--- src/rtl/riscv_core_muxnx1_pipe.sv ---
// N-input, XLEN-wide select mux feeding a two-entry skid buffer with valid/ready on both sides.
// Optional per-entry out-of-range select flag: define RISCV_CORE_MUXNX1_SELCHK_EN.
//
// state    | meaning
// ---------+--------------------------------------------------
// ST_EMPTY | no entry held; output invalid
// ST_ONE   | head entry in main register
// ST_FULL  | head in main, next entry in skid; upstream stalled
module riscv_core_muxnx1_pipe #(
    parameter int XLEN   = 64,
    parameter int NUM_IN = 4,
    parameter int SEL_W  = $clog2(NUM_IN)
) (
    input  logic                   i_clk,
    input  logic                   i_rst,
    input  logic [NUM_IN*XLEN-1:0] i_muxnx1_in,
    input  logic [SEL_W-1:0]       i_muxnx1_sel,
    input  logic                   i_muxnx1_valid,
    output logic                   o_muxnx1_ready,
    input  logic                   i_muxnx1_flush,
    output logic [XLEN-1:0]        o_muxnx1_out,
    output logic                   o_muxnx1_valid,
    input  logic                   i_muxnx1_ready
`ifdef RISCV_CORE_MUXNX1_SELCHK_EN
    ,
    output logic                   o_muxnx1_selerr
`endif
);

    typedef enum logic [1:0] {
        ST_EMPTY = 2'd0,
        ST_ONE   = 2'd1,
        ST_FULL  = 2'd2
    } state_t;

    state_t          state;
    logic [XLEN-1:0] main_data;
    logic [XLEN-1:0] skid_data;
    logic [XLEN-1:0] sel_data;
    logic            push;
    logic            pop;

    // Selects with no matching input leave sel_data at zero.
    always_comb begin
        sel_data = '0;
        for (int k = 0; k < NUM_IN; k++) begin
            if (i_muxnx1_sel == SEL_W'(k)) begin
                sel_data = i_muxnx1_in[k*XLEN +: XLEN];
            end
        end
    end

    assign o_muxnx1_valid = (state != ST_EMPTY);
    assign o_muxnx1_ready = (state != ST_FULL) && !i_rst;
    assign o_muxnx1_out   = main_data;
    assign push           = i_muxnx1_valid && o_muxnx1_ready;
    assign pop            = o_muxnx1_valid && i_muxnx1_ready;

`ifdef RISCV_CORE_MUXNX1_SELCHK_EN
    logic sel_oor;
    logic main_err;
    logic skid_err;

    assign sel_oor         = (32'(i_muxnx1_sel) >= NUM_IN);
    assign o_muxnx1_selerr = main_err;

    always_ff @(posedge i_clk) begin
        if (i_rst || i_muxnx1_flush) begin
            main_err <= 1'b0;
            skid_err <= 1'b0;
        end else begin
            case (state)
                ST_EMPTY: if (push) main_err <= sel_oor;
                ST_ONE: begin
                    if (push && !pop)     skid_err <= sel_oor;
                    else if (push && pop) main_err <= sel_oor;
                end
                ST_FULL:  if (pop) main_err <= skid_err;
                default:  main_err <= 1'b0;
            endcase
        end
    end

    assert property (@(posedge i_clk) disable iff (i_rst) push |-> !sel_oor);
`endif

    always_ff @(posedge i_clk) begin
        if (i_rst) begin
            state     <= ST_EMPTY;
            main_data <= '0;
            skid_data <= '0;
        end else if (i_muxnx1_flush) begin
            state <= ST_EMPTY;
        end else begin
            case (state)
                ST_EMPTY: begin
                    if (push) begin
                        state     <= ST_ONE;
                        main_data <= sel_data;
                    end
                end
                ST_ONE: begin
                    if (push && !pop) begin
                        state     <= ST_FULL;
                        skid_data <= sel_data;
                    end else if (pop && !push) begin
                        state <= ST_EMPTY;
                    end else if (push && pop) begin
                        main_data <= sel_data;
                    end
                end
                ST_FULL: begin
                    if (pop) begin
                        state     <= ST_ONE;
                        main_data <= skid_data;
                    end
                end
                default: state <= ST_EMPTY;
            endcase
        end
    end

endmodule
--- config.mk ---
export PLATFORM = sky130hd
export DESIGN_NAME = riscv_core_muxnx1_pipe
export DESIGN_NICKNAME = d
export VERILOG_FILES = /design/src/rtl/riscv_core_muxnx1_pipe.sv
export SDC_FILE = /design/constraint.sdc
export NUM_CORES = 1
export LEC_CHECK = 0
export CAP_MARGIN = 20
export CORE_UTILIZATION = 47
export DETAILED_ROUTE_END_ITERATION = 6
export PLACE_DENSITY = 0.88
export SKIP_CTS_REPAIR_TIMING = 1
export SYNTH_ARGS = -nofsm -noshare
export SYNTH_HDL_FRONTEND = slang
export SYNTH_SLANG_ARGS = --single-unit
--- constraint.sdc ---
create_clock -name i_clk -period 9 [get_ports i_clk]
set_clock_uncertainty 0.2 [all_clocks]
set_input_delay 0.9 -clock i_clk [delete_from_list [all_inputs] [get_ports i_clk]]
set_output_delay 0.9 -clock i_clk [all_outputs]
set_load 0.01 [all_outputs]
* Yosys cells after proc, flatten, opt, wreduce, memory -nomap -nowiden
Cells that the tools add are included.
** Word-level totals
- Bits in registers :: 130
- Bits in latches :: 0
- RAM bits :: 0
- Memory bits (read-only) :: 0
- Input bits :: 263
- Word-level logic and storage cells :: 48
- Memories kept :: 0
** Operators by class
- $add $sub $neg :: 0
- Multipliers :: 0
- Divide/modulo/power cells :: 0
- $lt $le $gt $ge :: 0
- Eq/ne operators :: 12
- Shift operators :: 0
- Multiplexer cells :: 15
- Bitwise logic cells :: 1
- Reduce and logical (&&, ||, !) cells :: 17
** Operators by type and width (count)
- $mux 64 :: 9
- $pmux 64 s3 :: 1
- $ne 2x2->1 const B :: 6
- $mux 2 :: 4
- $reduce_and 7->1 :: 1
- $eq 2x2->1 const B :: 3
- $logic_and 1x1->1 :: 6
- $pmux 2 s3 :: 1
- $reduce_and 3->1 :: 2
- $eq 2x1->1 const B :: 2
- $logic_not 2->1 :: 2
- $logic_not 1->1 :: 3
- $ne 3x3->1 const B :: 1
- $reduce_bool 3->1 :: 1
- $reduce_bool 2->1 :: 1
- $reduce_or 2->1 :: 1
- $not 1->1 :: 1

* Longest topological paths before layout
Gate-level depths: netlist (run 1).
- Word-level depth :: 9
- Gate-level depth with buffers :: 12
- Mapped depth without buffers :: 7

* Worst setup path after synthesis (run 1)
No wires, ideal clock.
- Path type :: input-to-reg
- Start :: input i_rst
- End :: register main_data[19], in the netlist o_muxnx1_out[19]
- Library setup time :: 0.152 ns
- Arrival :: 3.153 ns
- Data required time :: 8.648 ns
- Slack :: 5.495 ns
- Stages :: 10
- Path through :: clkbuf_1 clkbuf_1 nor2_1 and2_1 ha_1 or4b_1 clkbuf_1 buf_2 a221oi_1 a221oi_2
** On the way
- Cells in the longest elaborated chain, start to end :: 7
- Elaborated cells between the ends (all ways) :: 12
- Classes of those cells :: eq/ne (4); reduce/logical (8)
** Ends and longest elaborated chain
- start: declaration :: line 15 : input logic i_rst,
- $logic_not 1->1 * :: line 54 : assign o_muxnx1_ready = (state != ST_FULL) && !i_rst;
- $logic_and 1x1->1 * :: line 54
- via o_muxnx1_ready :: line 19 : output logic o_muxnx1_ready,
- $logic_and 1x1->1 * :: line 56 : assign push = i_muxnx1_valid && o_muxnx1_ready;
- $logic_not 1->1 :: line 106 : end else if (pop && !push) begin
- $logic_and 1x1->1 :: line 106
- $ne 2x2->1 (no line)
- $reduce_and 7->1 (no line) *
- end signal: assignment :: line 99 : main_data <= sel_data;
- end signal: assignment :: line 109 : main_data <= sel_data;
- end signal: assignment :: line 115 : main_data <= skid_data;
- end: declaration :: line 37 : logic [XLEN-1:0] main_data;
Mark *: on every way through the listed nets, which the timed path passes. The rest lies on a longest branch.
A chain may end at the register's enable or synchronous reset.

* Worst setup path in the final report (run 1)
- Start :: input i_rst
- End :: register main_data[10], in the netlist o_muxnx1_out[10]
** On the way
- Cells in the longest elaborated chain, start to end :: 7
- Elaborated cells between the ends (all ways) :: 12
- Classes of those cells :: eq/ne (4); reduce/logical (8)
** Ends and longest elaborated chain (line)
- $logic_not 1->1 :: 54
- $logic_and 1x1->1 :: 54
- $logic_and 1x1->1 :: 56
- $logic_not 1->1 :: 106
- $logic_and 1x1->1 :: 106
- $ne 2x2->1 (no line)
- $reduce_and 7->1 (no line)
Parallel ways exist; a longest one is shown, timed or not.

==> flow_metrics.env, run 1 <==
export IMPL_cp_required_ns=9.11
export IMPL_clkTransAtPathRegs_ns=0.05
export IMPL_reg2reg_depth=7
export IMPL_yosys_most_used_dff="dfxtp_1"
export IMPL_drc_errors=0
export IMPL_clockRootBuffer="clkbuf_16"
export IMPL_grt_max_degree=70
export IMPL_synthCells=765
export IMPL_critPathMaxStageDelay_ns=0.69
export IMPL_io_buffers=328
export IMPL_period_share_pct=45.22
export IMPL_gp_congestion=0.7194
export IMPL_cp_start_kind="primary input"
export IMPL_power_total_uw=1610
export IMPL_synthArstFlopShare_pct=0
export IMPL_max_cap_violations=0
export IMPL_hold_viol=0
export IMPL_p_per_area_nw_per_um2=140.0
export IMPL_yosysTopAreaCell="dfxtp_1"
export IMPL_path_max_fanout=65
export IMPL_ys_seq_area_share_pct=33.90
export IMPL_syn2layout_area_growth_pct=49.85
export IMPL_critPathCaptureType="register"
export IMPL_synth_cell_type_count=26
export IMPL_hold_class="reg2reg"
export IMPL_sequentialPowerShare_pct=38.1
export IMPL_dieArea_um2=16850
export IMPL_cts_buffers=17
export IMPL_peakVddDrop_mv=0.1406
export IMPL_min_from="skid_data[32]$_SDFFE_PP0P_"
export IMPL_nets=1291
export IMPL_routed_wl_mm=25.67
export IMPL_syn_area_per_cell_um2=10.04
export IMPL_setup_tns_ns=0
export IMPL_p_clk_share_pct=38.8
export IMPL_ys_warn_count=0
export IMPL_io_pins=329
export IMPL_antenna_cells=0
export IMPL_ctsHtreeMaxLevel=4
export IMPL_hold_path_endpoint="skid_data[32]$_SDFFE_PP0P_"
export IMPL_vias=7785
export IMPL_netSwitchingFraction_pct=24.97
export IMPL_initial_utilization_pct=48.16
export IMPL_status="completed"
export IMPL_comb_power_share_pct=23.1
export IMPL_clock_path_buffers=2
export IMPL_dp_final_hpwl_mm=16.41
export IMPL_r2r_end="o_muxnx1_out[10]$_SDFFE_PP0P_"
export IMPL_coreArea_um2=15940
export IMPL_post_drt_wl_per_cell_um=20.47
export IMPL_p_sw_uw=402.0
export IMPL_cts_tree="built"
export IMPL_period_needed_ns=4.069
export IMPL_drtIter0Drc=683
export IMPL_critical_path_slowest_cell="or4b_2"
export IMPL_critical_path_class="in2reg"
export IMPL_grt_usage_pct=29.96
export IMPL_drv_slew=0
export IMPL_synth_top_area_share_pct=33.90
export IMPL_grt_antenna_before_repair=0
export IMPL_routed_via_density=6.208
export IMPL_ant_nets=0
export IMPL_worstMarginPinSlew_ns=0.9035
export IMPL_cts_sinks=130
export IMPL_p_leak_uw=0.003967
export IMPL_max_freq_mhz=245.7
export IMPL_grt_pass1_wl_mm=39.08
export IMPL_netlist_area_um2=7677
export IMPL_synth_seq_cells=130
export IMPL_worstPathCellList="buf_4, nor2_1, and2_1, ha_1, or4b_2, a221o_4, buf_16, a221oi_1"
export IMPL_fillers=1126
export IMPL_setup_viol=0
export IMPL_synth_fp_nets=1031
export IMPL_r2r_start="state[0]$_SDFFE_PP0P_"
export IMPL_die_h_um=129.8
export IMPL_num_rows=46
export IMPL_grt_overflow=0
export IMPL_drive_above_1_share_pct=17.15
export IMPL_p_int_uw=1208
export IMPL_grt_pass1_vias=7632
export IMPL_insertion_delay_ns=0.41
export IMPL_synth_edf_count=0
export IMPL_whs_path_depth=2
export IMPL_dieWidth_um=129.8
export IMPL_cp_arrival_ns=4.18
export IMPL_synth_area_top_cells="dfxtp_1, mux4_2, a221oi_2"
export IMPL_rrSetupSlack_ns=5.31
export IMPL_drtPass1Iterations=5
export IMPL_rsz0062_at_grt="false"
export IMPL_relSlewSlack_pct=39.76
## Yosys cell counts (2+ instances only)
| cell | instances |
|---|---|
| dfxtp_1 | 130 |
| inv_1 | 65 |
| mux4_2 | 64 |
| a22oi_1 | 64 |
| a21oi_1 | 66 |
| nand2_1 | 131 |
| buf_6 | 7 |
| ha_1 | 3 |
| a221oi_1 | 68 |
| nand2b_1 | 2 |
| clkbuf_1 | 73 |
| buf_1 | 7 |
| a221oi_2 | 60 |
| buf_2 | 13 |
## power groups by stage
stage | Sequential [uW] | Combinational (uW) | Clock [uW]
final | 613 | 372 | 625
after detailed placement | 624 | 368 | 0
after CTS | 613 | 371 | 627
after global routing | 615 | 395 | 652
after floorplan | 629 | 176 | 0
after global placement | 623 | 360 | 0
## cell type report
cell class	count	area, um^2	area share (%)
Multi-Input combinational cell	470	4451	38.68
Clock inverter	5	25.02	0.2175
Sequential cell	130	2604	22.63
Tap cell	216	270.3	2.349
Timing Repair Buffer	341	3398	29.54
Clock buffer	27	513.0	4.459
Inverter	65	244.0	2.121
## per-layer routing
metal | global-route usage [%] | share of wire [%] | vias to the layer above
li1 | - | - | 3464
met1 | 34.39 | 37 | 3863
met2 | 54.58 | 54 | 424
met3 | 6.027 | 7.5 | 34
met4 | 11.70 | 1.7 | 0
met5 | 0 | 0 | -
## worst max-delay path, delay by kind of cell
kind / cells / cell delay [ns]
and+or+nand+nor: 3 / 1.10
adders and majority gates: 1 / 0.25
buffers and inverters: 2 / 0.93
AOI/OAI and AO/OA: 2 / 0.92
## sequential cells by signal, indices dropped and copies added (netlist names)
register / cells
o_muxnx1_out: 64
skid_data: 64
state: 2
## cell families after synthesis
logic type / Yosys count / synth area share [%]
simple gates: 142 / 7.448
flops: 130 / 33.90
mux: 64 / 18.77
fa+ha+maj: 3 / 0.4890
compound gates: 261 / 30.43
buf+inv: 165 / 8.963
## how the worst max path moves through the flow
stage,from,endpoint,slack (ns),cells past startpoint
2_1_floorplan,i_rst,o_muxnx1_out[19]$_SDFFE_PP0P_,5.50,10
4_1_cts,i_rst,o_muxnx1_out[12]$_SDFFE_PP0P_,4.96,7
5_1_grt,i_rst,o_muxnx1_out[10]$_SDFFE_PP0P_,4.75,8
3_3_place_gp,i_rst,o_muxnx1_out[10]$_SDFFE_PP0P_,4.61,7
6_report,i_rst,o_muxnx1_out[10]$_SDFFE_PP0P_,4.93,8
3_5_place_dp,i_rst,o_muxnx1_out[10]$_SDFFE_PP0P_,4.52,7
## layout by cell type (no fill, tap or decap), drive strengths merged, types with 2 or more instances in the layout
cell type,count
a21oi,66
a221oi,128
a22oi,64
buf,17
clkbuf,27
clkdlybuf4s50,324
clkinv,5
dfxtp,130
ha,3
inv,65
mux4,64
nand2,131
nand2b,2
## metrics by stage
stage | worst slack, ns | std cells | utilization (%) | hold WS, ns | cell area, um^2
final | 4.931 | 1254 | 72.16 | 0.2538 | 11500
after global routing | 4.749 | 1254 | 72.16 | 0.2650 | 11500
after CTS | 4.961 | 1252 | 71.86 | 0.2539 | 11460
after detailed placement | 4.518 | 1220 | 68.49 | 0.2467 | 10920
after global placement | 4.614 | 1220 | 68.49 | 0.2416 | 10920
after floorplan | 5.495 | 765 | - | 0.2368 | 7677
Power figures use the tool's default switching activity.
==> inputs of run 2 (changes only) <==
--- a/config.mk
+++ b/config.mk
@@ -6,9 +6,9 @@
 export NUM_CORES = 1
 export LEC_CHECK = 0
 export CAP_MARGIN = 20
-export CORE_UTILIZATION = 47
+export CORE_UTILIZATION = 39
 export DETAILED_ROUTE_END_ITERATION = 6
-export PLACE_DENSITY = 0.88
+export PLACE_DENSITY = 0.78
 export SKIP_CTS_REPAIR_TIMING = 1
 export SYNTH_ARGS = -nofsm -noshare
 export SYNTH_HDL_FRONTEND = slang
==> constraint.sdc (replaced) <==
create_clock -name i_clk -period 3.3 [get_ports i_clk]
set_clock_uncertainty 0.2 [all_clocks]
set_input_delay 0.33 -clock i_clk [delete_from_list [all_inputs] [get_ports i_clk]]
set_output_delay 0.33 -clock i_clk [all_outputs]
set_load 0.01 [all_outputs]
==> run 2 against run 1 <==
  * Routed wire length increased by 0.35%
  * Clock-buffer cell count decreased by 5
  * Via count decreased by 1.4%
  * Critical path depth unchanged
  * Global-route usage decreased by 4.6 points
  * Largest power group unchanged
==> flow_metrics.env, run 2 (same netlist as run 1, synthesis figures left out) <==
export IMPL_status="completed"
export IMPL_die_h_um=142.3
export IMPL_sequentialPowerShare_pct=35.5
export IMPL_critPathCaptureType="register"
export IMPL_rsz0062_at_grt="false"
export IMPL_io_pins=329
export IMPL_grt_antenna_before_repair=0
export IMPL_clock_path_buffers=2
export IMPL_nets=1300
export IMPL_p_per_area_nw_per_um2=397.9
export IMPL_setup_ws_ns=0.3319
export IMPL_routed_wl_mm=25.76
export IMPL_hold_class="reg2reg"
export IMPL_comb_power_share_pct=21.9
export IMPL_rrSetupSlack_ns=0.33
export IMPL_fillers=1591
export IMPL_setup_tns_ns=0
export IMPL_gp_congestion=0.7603
export IMPL_grt_pass1_wl_mm=39.98
export IMPL_ant_nets=0
export IMPL_post_drt_wl_per_cell_um=19.71
export IMPL_multiInputGateArea_um2=4451
export IMPL_final_cell_mix="clkdlybuf4s50_1, nand2_1, dfxtp_1, a221oi_1"
export IMPL_netSwitchingFraction_pct=24.14
export IMPL_hold_viol=0
export IMPL_dp_final_hpwl_mm=16.74
export IMPL_clkTransAtPathRegs_ns=0.06
export IMPL_routed_via_density=5.872
export IMPL_insertion_delay_ns=0.41
export IMPL_num_rows=50
export IMPL_dp_cells=1275
export IMPL_max_freq_mhz=336.9
export IMPL_p_leak_uw=0.004062
export IMPL_worstMarginPinSlew_ns=1.001
export IMPL_antenna_cells=0
export IMPL_drtPass1Iterations=5
export IMPL_cp_arrival_ns=3.08
export IMPL_grt_max_degree=73
export IMPL_cp_required_ns=3.41
export IMPL_cp_start_kind="register"
export IMPL_drive_above_1_share_pct=18.05
export IMPL_clockRootBuffer="clkbuf_16"
export IMPL_p_sw_uw=1129
export IMPL_cts_buffers=17
export IMPL_layout_cells_non_filler=1307
export IMPL_min_from="skid_data[31]$_SDFFE_PP0P_"
export IMPL_p_int_uw=3549
export IMPL_setup_viol=0
export IMPL_max_cap_violations=0
export IMPL_peakVddDrop_mv=0.3132
export IMPL_place_area_um2=11140
export IMPL_ctsHtreeMaxLevel=4
export IMPL_io_buffers=328
export IMPL_p_clk_share_pct=42.6
export IMPL_grt_overflow=0
export IMPL_relSlewSlack_pct=33.25
export IMPL_vias=7675
export IMPL_worstSetupStartpoint="state[1]$_SDFFE_PP0P_"
export IMPL_critical_path_class="reg2reg"
export IMPL_pre_cts_ws_ns=0.08936
export IMPL_dieWidth_um=142.3
export IMPL_drtIter0Drc=620
export IMPL_path_max_fanout=21
export IMPL_drc_errors=0
export IMPL_initial_utilization_pct=40.37
export IMPL_cts_tree="built"
export IMPL_period_needed_ns=2.968
export IMPL_cts_sinks=130
export IMPL_grt_usage_pct=25.34
export IMPL_drv_slew=0
export IMPL_r2r_start="state[1]$_SDFFE_PP0P_"
export IMPL_layout_area_seq_um2=2604
export IMPL_fin_area_um2=11760
export IMPL_grt_pass1_vias=7845
export IMPL_syn2layout_area_growth_pct=53.13
export IMPL_coreArea_um2=19020
export IMPL_layout_commonest_cell="clkdlybuf4s50_1"
export IMPL_dieArea_um2=20250
export IMPL_period_share_pct=89.94
run 2: cell count changes in the layout (fill, tap and decap cells not counted), moves of 2 or more:
cell and change:
clkbuf_1 -2, clkbuf_8 -3, buf_4 +4, bufinv_16 +4, buf_12 +5
run 2: final timing paths:
kind                              endpoint  depth (start not counted)
min             skid_data[31]$_SDFFE_PP0P_                          2
max reg2reg  o_muxnx1_out[12]$_SDFFE_PP0P_                          8
min reg2reg     skid_data[31]$_SDFFE_PP0P_                          2
max          o_muxnx1_out[12]$_SDFFE_PP0P_                          8
run 2: worst max-delay path, stage by stage, from the launching register on:
cell      delay, ns
dfxtp_1        0.32
or2_2          0.32
nand2_1        0.10
inv_1          0.06
ha_1           0.19
or4b_2         0.66
a221o_4        0.40
buf_4          0.26
a221oi_1       0.35
run 2: power groups by stage:
stage               sequential, uW  combinational [uW]  clock (uW)
floorplan                     1720                 479           0
global placement              1690                1010           0
detailed placement            1690                1030           0
CTS                           1660                1030        2010
global route                  1670                1090        2090
finish                        1660                1030        1990
run 2: cell type report:
class                           instances  area share [%]
Tap cell                              260           2.767
Sequential cell                       130           22.15
Inverter                               65           2.075
Timing Repair Buffer                  350           29.87
Multi-Input combinational cell        470           37.86
Clock buffer                           22           3.948
Clock inverter                         10           1.330
run 2: routing by layer:
layer	global-route usage, %	vias up	wire (um)
met4	10.41	0	479
met5	0	-	0
li1	-	3488	-
met3	6.090	41	2199
met1	28.79	3726	9689
met2	45.33	420	13390
run 2: through the flow:
step	utilization, %	hold slack (ns)	total power [uW]
after floorplan	-	0.2368	2194
after global placement	58.55	0.2417	2705
after detailed placement	58.55	0.2469	2720
after CTS	61.82	0.2544	4700
after global routing	61.82	0.2689	4846
final	61.82	0.2508	4678
==> inputs of run 3 (changes only) <==
--- a/config.mk
+++ b/config.mk
@@ -9,6 +9,7 @@
 export CORE_UTILIZATION = 39
 export DETAILED_ROUTE_END_ITERATION = 6
 export PLACE_DENSITY = 0.78
+export REMOVE_ABC_BUFFERS = 1
 export SKIP_CTS_REPAIR_TIMING = 1
 export SYNTH_ARGS = -nofsm -noshare
 export SYNTH_HDL_FRONTEND = slang
==> run 3 against run 2 <==
  * First-iteration DRC count down 16%
  * Die area unchanged
  * Worst hold slack better by 0.0022 ns
  * Register-to-register slack improved by 0.02 ns
  * Sequential power is essentially flat
  * Via count down 1.4%
  * Cell count decreased by 0.31%
  * Largest cell class unchanged
  * Largest power group unchanged
==> flow_metrics.env, run 3 (same netlist as run 1, synthesis figures left out) <==
export IMPL_dp_final_hpwl_mm=16.00
export IMPL_r2r_end="o_muxnx1_out[28]$_SDFFE_PP0P_"
export IMPL_nets=1296
export IMPL_num_rows=50
export IMPL_cts_buffers=17
export IMPL_dieWidth_um=142.3
export IMPL_io_buffers=328
export IMPL_setup_viol=0
export IMPL_path_max_fanout=64
export IMPL_max_cap_violations=0
export IMPL_die_h_um=142.3
export IMPL_status="completed"
export IMPL_period_share_pct=89.45
export IMPL_antenna_cells=0
export IMPL_grt_util_met3_pct=5.922
export IMPL_routed_wl_mm=25.04
export IMPL_r2r_start="state[1]$_SDFFE_PP0P_"
export IMPL_p_leak_uw=0.004025
export IMPL_drtPass1Iterations=7
export IMPL_grt_max_degree=77
export IMPL_dieArea_um2=20250
export IMPL_gp_congestion=0.7449
export IMPL_final_cell_mix="clkdlybuf4s50_1, nand2_1, dfxtp_1, a221oi_1"
export IMPL_fin_area_um2=11700
export IMPL_relSlewSlack_pct=31.74
export IMPL_initial_utilization_pct=40.37
export IMPL_syn2layout_area_growth_pct=52.40
export IMPL_drv_slew=0
export IMPL_rrSetupSlack_ns=0.35
export IMPL_globalRouteMet2Util_pct=42.62
export IMPL_grt_busiest_layer="met2"
export IMPL_routed_via_density=5.810
export IMPL_cp_arrival_ns=3.00
export IMPL_critPathCaptureType="register"
export IMPL_drive_above_1_share_pct=17.83
export IMPL_hold_viol=0
export IMPL_p_per_area_nw_per_um2=394.0
export IMPL_min_from="skid_data[8]$_SDFFE_PP0P_"
export IMPL_grt_pass1_vias=7372
export IMPL_max_freq_mhz=338.8
export IMPL_reg2reg_depth=8
export IMPL_place_area_um2=11090
export IMPL_layout_commonest_cell="clkdlybuf4s50_1"
export IMPL_peakVddDrop_mv=0.3188
export IMPL_cp_start_kind="register"
export IMPL_grt_met1_usage_pct=28.89
export IMPL_ctsHtreeMaxLevel=4
export IMPL_cp_required_ns=3.34
export IMPL_grt_antenna_before_repair=0
export IMPL_ant_nets=0
export IMPL_coreArea_um2=19020
export IMPL_power_total_uw=4610
export IMPL_utilization_pct=61.52
export IMPL_clockRootBuffer="clkbuf_16"
export IMPL_cts_sinks=130
export IMPL_pre_cts_ws_ns=0.1173
export IMPL_setup_ws_ns=0.3482
export IMPL_period_needed_ns=2.952
export IMPL_setup_tns_ns=0
export IMPL_worstSetupStartpoint="state[1]$_SDFFE_PP0P_"
export IMPL_hold_path_endpoint="skid_data[8]$_SDFFE_PP0P_"
export IMPL_vias=7570
export IMPL_drtIter0Drc=519
export IMPL_post_drt_wl_per_cell_um=19.22
export IMPL_cts_tree="built"
export IMPL_grt_usage_pct=24.35
export IMPL_drc_errors=0
export IMPL_grt_pass1_wl_mm=38.41
export IMPL_clkTransAtPathRegs_ns=0.06
export IMPL_rsz0062_at_grt="false"
export IMPL_critical_path_class="reg2reg"
export IMPL_grt_overflow=0
export IMPL_hold_class="reg2reg"
export IMPL_io_pins=329
export IMPL_whs_path_depth=2
export IMPL_worstMarginPinSlew_ns=1.024
export IMPL_fillers=1617
export IMPL_insertion_delay_ns=0.42
export IMPL_clock_path_buffers=2
## run 3: changes by cell type in the layout (fill, tap and decap cells not counted), moves of 2 or more
cell / change
clkinvlp_4: +2
bufinv_16: -2
clkbuf_8: +2
buf_4: -2
buf_12: -2
## run 3: where the power goes
| part | switching [uW] | leakage, uW | internal, uW |
|---|---|---|---|
| clock network | 692 | 0.000293 | 1230 |
| registers | 32.4 | 0.00106 | 1630 |
| logic | 407 | 0.00267 | 616 |
| total | 1130 | 0.00402 | 3480 |
## run 3: worst max-delay path by stage
stage,endpoint,slack [ns]
2_1_floorplan,skid_data[0]$_SDFFE_PP0P_,-5.24
3_3_place_gp,o_muxnx1_out[13]$_SDFFE_PP0P_,0.17
3_5_place_dp,o_muxnx1_out[13]$_SDFFE_PP0P_,0.12
4_1_cts,o_muxnx1_out[28]$_SDFFE_PP0P_,0.36
5_1_grt,o_muxnx1_out[28]$_SDFFE_PP0P_,0.22
6_report,o_muxnx1_out[28]$_SDFFE_PP0P_,0.35
## run 3: cell type report
cell class / count / area [um^2] / share of cell area, %
Tap cell: 260 / 325.3 / 2.780
Timing Repair Buffer: 346 / 3457 / 29.55
Inverter: 65 / 244.0 / 2.085
Clock inverter: 8 / 97.59 / 0.8341
Clock buffer: 24 / 513.0 / 4.385
Sequential cell: 130 / 2606 / 22.28
Multi-Input combinational cell: 470 / 4457 / 38.09
## run 3: metrics by stage
| step | hold WS [ns] | cells |
|---|---|---|
| global route | 0.2695 | 1303 |
| global placement | 0.2414 | 1271 |
| CTS | 0.2545 | 1303 |
| finish | 0.2530 | 1303 |
| floorplan | 0.1962 | 665 |
| detailed placement | 0.2467 | 1271 |
## run 3: metal layers
layer	vias to the layer above	wire (um)	share of wire, %
met3	41	2211	8.8
met4	0	556	2.2
li1	3475	-	-
met2	388	12790	51
met1	3666	9483	38
met5	-	0	0
## run 3: worst max-delay path: stages, from the launching register on
cell and delay [ns]:
dfxtp_1 0.38, nor2b_4 0.17, nor2_1 0.07, and2_1 0.17
ha_1 0.25, or4b_4 0.54, buf_4 0.39, a221oi_1 0.48
a221oi_2 0.11
